File: src/rtl/ifmap_diag_tx_pkg.sv
// Shared types and constants for the ifmap diagonal NoC transmitter.
// PE[i][j] listens on diagonal i+j, giving PE_ROWS+PE_COLS-1 diagonals.
package ifmap_diag_tx_pkg;

  localparam int PE_ROWS    = 6;
  localparam int PE_COLS    = 7;
  localparam int NUM_DIAG   = PE_ROWS + PE_COLS - 1;
  localparam int PKT_DATA_W = 8;

  localparam logic [1:0] ST_IDLE   = 2'd0;
  localparam logic [1:0] ST_STREAM = 2'd1;
  localparam logic [1:0] ST_DONE   = 2'd2;

  typedef struct packed {
    logic                  valid;
    logic [PKT_DATA_W-1:0] data;
  } PE_IN_PACKET;

  typedef struct packed {
    PE_IN_PACKET [NUM_DIAG-1:0] diagonal_bus;
  } DIAGONAL_BUS_PACKET;

endpackage

File: src/rtl/ifmap_diag_tx_fifo.sv
// Per-diagonal synchronous FIFO with registered occupancy.
// Full/empty come from the registered count, so a same-cycle pop never frees a slot for a push.
module diag_fifo #(
  parameter int DATA_W     = 8,
  parameter int FIFO_DEPTH = 4
) (
  input  logic              clk,
  input  logic              rst,
  input  logic              push,
  input  logic              pop,
  input  logic [DATA_W-1:0] wdata,
  output logic              full,
  output logic              empty,
  output logic [DATA_W-1:0] head
);

  localparam int AW = $clog2(FIFO_DEPTH);

  logic [DATA_W-1:0] r_mem [FIFO_DEPTH];
  logic [AW-1:0]     r_wr;
  logic [AW-1:0]     r_rd;
  logic [AW:0]       r_cnt;
  logic              w_push;
  logic              w_pop;

  assign full   = (r_cnt == (AW+1)'(FIFO_DEPTH));
  assign empty  = (r_cnt == '0);
  assign head   = r_mem[r_rd];
  assign w_push = push & ~full;
  assign w_pop  = pop & ~empty;

  always_ff @(posedge clk) begin
    if (rst) begin
      r_wr  <= '0;
      r_rd  <= '0;
      r_cnt <= '0;
    end else begin
      if (w_push) r_wr <= r_wr + AW'(1);
      if (w_pop)  r_rd <= r_rd + AW'(1);
      r_cnt <= r_cnt + (AW+1)'(w_push) - (AW+1)'(w_pop);
    end
  end

  always_ff @(posedge clk) begin
    if (w_push) r_mem[r_wr] <= wdata;
  end

endmodule

File: src/rtl/ifmap_diag_tx.sv
// Ifmap NoC transmitter: demuxes tagged words into per-diagonal FIFOs and
// issues them on the 12 diagonal buses under pe_full back-pressure.
module ifmap_diag_tx
  import ifmap_diag_tx_pkg::*;
#(
  parameter int DATA_W     = PKT_DATA_W,
  parameter int FIFO_DEPTH = 4,
  parameter int LEN_W      = 8
) (
  input  logic                          clk,
  input  logic                          rst,
  input  logic                          start,
  input  logic [NUM_DIAG-1:0]           diag_en,
  input  logic [LEN_W-1:0]              load_len,
  input  logic                          in_valid,
  input  logic [3:0]                    in_diag,
  input  logic [DATA_W-1:0]             in_data,
  output logic                          in_ready,
  input  logic [PE_ROWS-1:0][PE_COLS-1:0] pe_full,
  output DIAGONAL_BUS_PACKET            diagonal_bus_packet,
  output logic                          busy,
  output logic                          tx_done,
  output logic                          err_drop
);

  logic [1:0]          r_state;
  logic [1:0]          w_state_nxt;
  logic [NUM_DIAG-1:0] r_en;
  logic [LEN_W-1:0]    r_len;
  logic [LEN_W-1:0]    r_acc  [NUM_DIAG];
  logic [LEN_W-1:0]    r_sent [NUM_DIAG];

  logic [NUM_DIAG-1:0] w_full;
  logic [NUM_DIAG-1:0] w_empty;
  logic [NUM_DIAG-1:0] w_push;
  logic [NUM_DIAG-1:0] w_send;
  logic [NUM_DIAG-1:0] w_blocked;
  logic [DATA_W-1:0]   w_head [NUM_DIAG];

  logic       w_stream;
  logic       w_diag_ok;
  logic [3:0] w_idx;
  logic       w_accept_ok;
  logic       w_all_sent;

  assign w_stream    = (r_state == ST_STREAM);
  assign w_diag_ok   = (in_diag < 4'(NUM_DIAG));
  assign w_idx       = w_diag_ok ? in_diag : '0;
  assign w_accept_ok = w_diag_ok & r_en[w_idx] & (r_acc[w_idx] < r_len);
  assign in_ready    = w_stream & w_accept_ok & ~w_full[w_idx];
  assign err_drop    = w_stream & in_valid & ~w_accept_ok;
  assign busy        = (r_state != ST_IDLE);
  assign tx_done     = (r_state == ST_DONE);

  always_comb begin
    w_push = '0;
    if (in_valid && in_ready) w_push[w_idx] = 1'b1;
  end

  always_comb begin
    w_blocked = '0;
    for (int unsigned i = 0; i < PE_ROWS; i++)
      for (int unsigned j = 0; j < PE_COLS; j++)
        w_blocked[i+j] = w_blocked[i+j] | pe_full[i][j];
  end

  for (genvar d = 0; d < NUM_DIAG; d++) begin : g_diag
    diag_fifo #(
      .DATA_W     (DATA_W),
      .FIFO_DEPTH (FIFO_DEPTH)
    ) u_fifo (
      .clk   (clk),
      .rst   (rst),
      .push  (w_push[d]),
      .pop   (w_send[d]),
      .wdata (in_data),
      .full  (w_full[d]),
      .empty (w_empty[d]),
      .head  (w_head[d])
    );
    assign w_send[d] = w_stream & r_en[d] & ~w_empty[d] & ~w_blocked[d];
  end

  always_comb begin
    diagonal_bus_packet = '0;
    for (int unsigned d = 0; d < NUM_DIAG; d++) begin
      diagonal_bus_packet.diagonal_bus[d].valid = w_send[d];
      if (w_send[d]) diagonal_bus_packet.diagonal_bus[d].data = PKT_DATA_W'(w_head[d]);
    end
  end

  // Completion looks ahead by this cycle's sends, so DONE follows the last issue directly.
  always_comb begin
    w_all_sent = 1'b1;
    for (int unsigned d = 0; d < NUM_DIAG; d++)
      if (r_en[d] && (r_sent[d] + LEN_W'(w_send[d]) != r_len)) w_all_sent = 1'b0;
  end

  always_comb begin
    w_state_nxt = r_state;
    case (r_state)
      ST_IDLE:   if (start) w_state_nxt = ST_STREAM;
      ST_STREAM: if (w_all_sent) w_state_nxt = ST_DONE;
      default:   w_state_nxt = ST_IDLE;
    endcase
  end

  always_ff @(posedge clk) begin
    if (rst) begin
      r_state <= ST_IDLE;
      r_en    <= '0;
      r_len   <= '0;
      for (int unsigned d = 0; d < NUM_DIAG; d++) begin
        r_acc[d]  <= '0;
        r_sent[d] <= '0;
      end
    end else begin
      r_state <= w_state_nxt;
      if (r_state == ST_IDLE && start) begin
        r_en  <= diag_en;
        r_len <= load_len;
        for (int unsigned d = 0; d < NUM_DIAG; d++) begin
          r_acc[d]  <= '0;
          r_sent[d] <= '0;
        end
      end else if (w_stream) begin
        for (int unsigned d = 0; d < NUM_DIAG; d++) begin
          if (w_push[d]) r_acc[d]  <= r_acc[d] + LEN_W'(1);
          if (w_send[d]) r_sent[d] <= r_sent[d] + LEN_W'(1);
        end
      end
    end
  end

endmodule

File: config.mk
export PLATFORM = sky130hd
export DESIGN_NAME = ifmap_diag_tx
export DESIGN_NICKNAME = d
export VERILOG_FILES = /design/src/rtl/ifmap_diag_tx_pkg.sv /design/src/rtl/ifmap_diag_tx_fifo.sv /design/src/rtl/ifmap_diag_tx.sv
export SDC_FILE = /design/constraint.sdc
export NUM_CORES = 1
export LEC_CHECK = 0
export BUFFER_PORTS_ARGS = -buffer_cell sky130_fd_sc_hd__buf_2
export CAP_MARGIN = 20
export CORE_MARGIN = 2
export CORE_UTILIZATION = 35
export CTS_BUF_LIST = sky130_fd_sc_hd__clkbuf_4
export DETAILED_ROUTE_END_ITERATION = 10
export GPL_ROUTABILITY_DRIVEN = 0
export PLACE_DENSITY_LB_ADDON = 0.12
export SLEW_MARGIN = 15
export SYNTH_ARGS = -nofsm -noshare
export SYNTH_HDL_FRONTEND = slang
export SYNTH_HIERARCHICAL = 1
export SYNTH_SLANG_ARGS = --single-unit
File: constraint.sdc
create_clock -name clk -period 5 [get_ports clk]
set_input_delay 0.5 -clock clk [delete_from_list [all_inputs] [get_ports clk]]
set_output_delay 0.5 -clock clk [all_outputs]
set_load 0.005 [all_outputs]
==> impl_metrics.py <==
metrics = {
    "placement": {
        "io_buffers": 189,
        "placedInstanceArea_sq_mm": 0.0394,
        "hpwlAfterDp_um": 67400,
    },
    "setup_path": {
        "crit_chain": "mux2i_1, a21oi_1, o221ai_1, o21ai_1, nor2_1, a21oi_1, ha_1, a21o_1, a21oi_2, o22ai_2, a2111oi_2, o211ai_1, or3_4, buf_4, buf_6, buf_4, nor3_2, inv_1, nor2_2, ha_1, fa_1, nor2b_1",
        "crit_start": "r_acc[3][2]$_SDFFCE_PN0P_",
        "critPathTopFamily": "compound AO/OA/AOI/OAI gates",
        "cp-start-kind": "flip-flop",
        "crit_buf_inv": 4,
        "critPathSlowestCell": "or3_4",
        "worstPathArrival_ns": 5.64,
        "max_stage_delay_ns": 0.47,
        "regToRegStartpoint": "r_acc[3][2]$_SDFFCE_PN0P_",
        "crit_path_max_fanout": 11,
        "crit_type": "reg -> reg",
        "critPathRequiredTime_ns": 5.91,
        "worstSetupEndpointType": "flip-flop",
    },
    "layout": {
        "stdcell_area_sq_mm": 0.0429,
        "area_growth_pct": 20.6,
        "fin_nets": 3483,
        "drive_gt1_share_pct": 27.3,
    },
    "yosys": {
        "synth-seq-area-share_pct": 55.9,
        "yosys_warnings": 6,
        "synthSimpleGateAreaFrac_pct": 15.5,
        "ys_ff_latch": 706,
        "synth-compound-area-share_pct": 5.55,
        "synth_edf_count": 576,
        "synth_top_family_by_area": "simple AND/OR/NAND/NOR gates",
        "post-synth-top-count-cell": "edfxtp_1",
        "synth.area.top_cells": "edfxtp_1 (49%), dfxtp_1 (7.3%), mux4_2 (6.1%)",
        "synthAdderAreaFrac_pct": 5.28,
        "synthTopCellsByCount": "edfxtp_1 (576), nor2_1 (211), xnor2_1 (180)",
        "synth_xor_area_share_pct": 7.08,
        "ys_types": 82,
        "syn_area_sq_mm": 0.0356,
        "syn_nets": 3021,
        "synthArstFlopShare_pct": 0,
        "avgSynthCellArea_sq_um": 12.7,
        "synth_top_area_share_pct": 48.6,
        "synthMuxAreaShare_pct": 7.18,
        "synth_ff_type": "edfxtp_1",
        "syn_inst": 2800,
        "synth_top_area_cell": "edfxtp_1",
    },
    "global_route": {
        "top_usage_layer": "met2",
        "grt_pass1_wl_um": 150000,
        "antenna_found_initial": 6,
        "met1_usage_pct": 24.8,
        "grtUsageMet3_pct": 3.98,
        "grt_max_degree": 69,
        "overflow": 0,
        "grt_pass1_vias": 24900,
        "track_usage_pct": 19.0,
        "grt_use_met2_pct": 31.3,
    },
    "worst_hold_path": {
        "hold_class": "in -> reg",
        "min_from": "pe_full[34]",
    },
    "pwr": {
        "powerDensity_mw_per_mm2": 321,
        "ir_drop_mv": 0.188,
        "power.leakage_nw": 15.5,
        "power_mw": 13.8,
    },
    "clock_network": {
        "clkSlewWorstSetupHoldPaths_ns": 0.06,
        "clk_latency_ns": 1.07,
        "numCtsBuffers": 195,
        "cts_tree": "built",
        "clock-sinks": 706,
        "ctsLongestPathBuffers": 3,
        "ctsHtreeMaxLevel": 4,
        "cts_root_buf": "clkbuf_4",
    },
    "route": {
        "drc": 0,
        "vias_per_cell": 5.07,
        "drt_wl_total_um": 99200,
        "routedWlPerCell_um": 20.7,
        "vias": 24300,
        "ant_nets": 0,
        "drt_iter0_markers": 1629,
        "drt_pass1_iterations": 5,
    },
    "sta": {
        "worst_hold_slack_ns": 0.160,
        "fin_crit_ns": 4.74,
        "maxSlewHeadroom_pct": 29.2,
        "clock_skew_ns": 0.0754,
        "drv_slew": 0,
        "hold_viol": 0,
        "worst_slew_pin_slew_ns": 1.06,
        "fin_crit_sh_pct": 94.7,
        "max_freq_ghz": 0.211,
        "setup-violations-final": 0,
    },
    "floorplan": {
        "rows": 116,
        "core_area_sq_mm": 0.100,
        "die_h_um": 323,
        "die_w_um": 323,
        "ios": 190,
        "initial_core_util_pct": 35.4,
        "design.die.area_sq_mm": 0.104,
    },
    "job": {
        "max_cap_violations": 0,
    },
    "outcome": {
        "status": "completed",
    },
}
[logic make-up (layout without fill, tap and decap cells)]
group | Yosys count | in the layout
xor+xnor | 288 | 288
mux | 135 | 135
fa+ha+maj | 143 | 143
flops | 706 | 706
other cells | 0 | 6
buf+inv | 299 | 929
simple gates | 941 | 941
compound gates | 288 | 288
[where the power goes]
part           leakage [nW]  switching [mW]  internal (mW)  total (mW)
Clock                  1.55            2.56           2.91        5.47
Combinational          7.37           0.852          0.597        1.45
Sequential             6.59           0.293           6.58        6.87
Total                  15.5            3.71           10.1        13.8
[per-layer routing]
layer	part of all wire, %	vias to the layer above	wire length (um)
li1	-	11300	-
met1	44	12200	44000
met2	48	603	47600
met3	5.3	179	5270
met4	2.4	2	2340
met5	0.016	-	16
[repair_timing]
action                     in CTS  in global routing
cloned                          2                  1
gates resized for setup         1                 20
setup buffers                   9                  8
hold buffers                   33                  7
setup endpoints to repair       1                 97
pin swaps                       2                 10
hold endpoints to repair       50                152
[worst min-delay path: cells and delay by family]
family / cells / cell delay [ns]
simple gates: 3 / 0.25
buf+inv: 2 / 0.29
compound gates: 1 / 0.07
[layout make-up]
class	instances	area (sq um)
clock buffer	294	2210
inverter	138	523
multi-input combinational	1795	14600
tap	1357	1700
clock inverter	71	428
antenna	6	15.0
timing repair buffer	426	3540
fill	9534	57500
sequential	706	19900
[through the flow]
stage                     utilization [%]  instances  TNS [ns]  worst slack, ns
after floorplan                         -       2800         0          0.00778
after global placement               39.3       4357   -0.0486          -0.0257
after detailed placement             39.3       4357    -0.882          -0.0955
after CTS                            42.3       4765         0           0.0393
after global routing                 42.7       4792    -0.410          -0.0809
final                                42.7       4793         0            0.264
[path summary, 6_finish.rpt]
path / end / slack [ns] / cells past startpoint
worst max-delay path: g_diag[9].u_fifo/r_cnt[1]$_SDFF_PP0_ / 0.26 / 22
worst min-delay path: g_diag[10].u_fifo/r_rd[1]$_SDFFE_PP0P_ / 0.16 / 6
worst max register to register: g_diag[9].u_fifo/r_cnt[1]$_SDFF_PP0_ / 0.26 / 22
worst min register to register: flip-flop / 0.48 / 2
[registers in the layout, indices dropped and copies added (netlist names), named ones only]
signal               flops
r_len                    8
g_diag.u_fifo/r_rd      24
g_diag.u_fifo/r_wr      24
r_sent                  96
r_state                  2
g_diag.u_fifo/r_mem    384
r_en                    12
r_acc                   96
g_diag.u_fifo/r_cnt     36
[layout by cell type (no fill, tap or decap), drive strengths merged, types with 10 or more instances in the layout]
| cell | count |
|---|---|
| buf | 383 |
| and3 | 35 |
| ha | 131 |
| nor2b | 32 |
| dlygate4sd3 | 40 |
| a22o | 21 |
| o31ai | 22 |
| and2 | 151 |
| nor2 | 223 |
| edfxtp | 576 |
| mux4 | 96 |
| o221ai | 10 |
| inv | 141 |
| o22ai | 13 |
| o41ai | 12 |
| mux2i | 35 |
| nand2b | 58 |
| and4 | 10 |
| clkinv | 62 |
| nand2 | 84 |
| or3 | 29 |
| xor2 | 108 |
| a31oi | 17 |
| clkbuf | 295 |
| o21ai | 53 |
| nor3 | 42 |
| nand4 | 18 |
| nor3b | 15 |
| xnor2 | 180 |
| dfxtp | 130 |
| a21oi | 71 |
| nor4 | 101 |
| nand3 | 112 |
| fa | 12 |
Power figures use the tool's default switching activity.
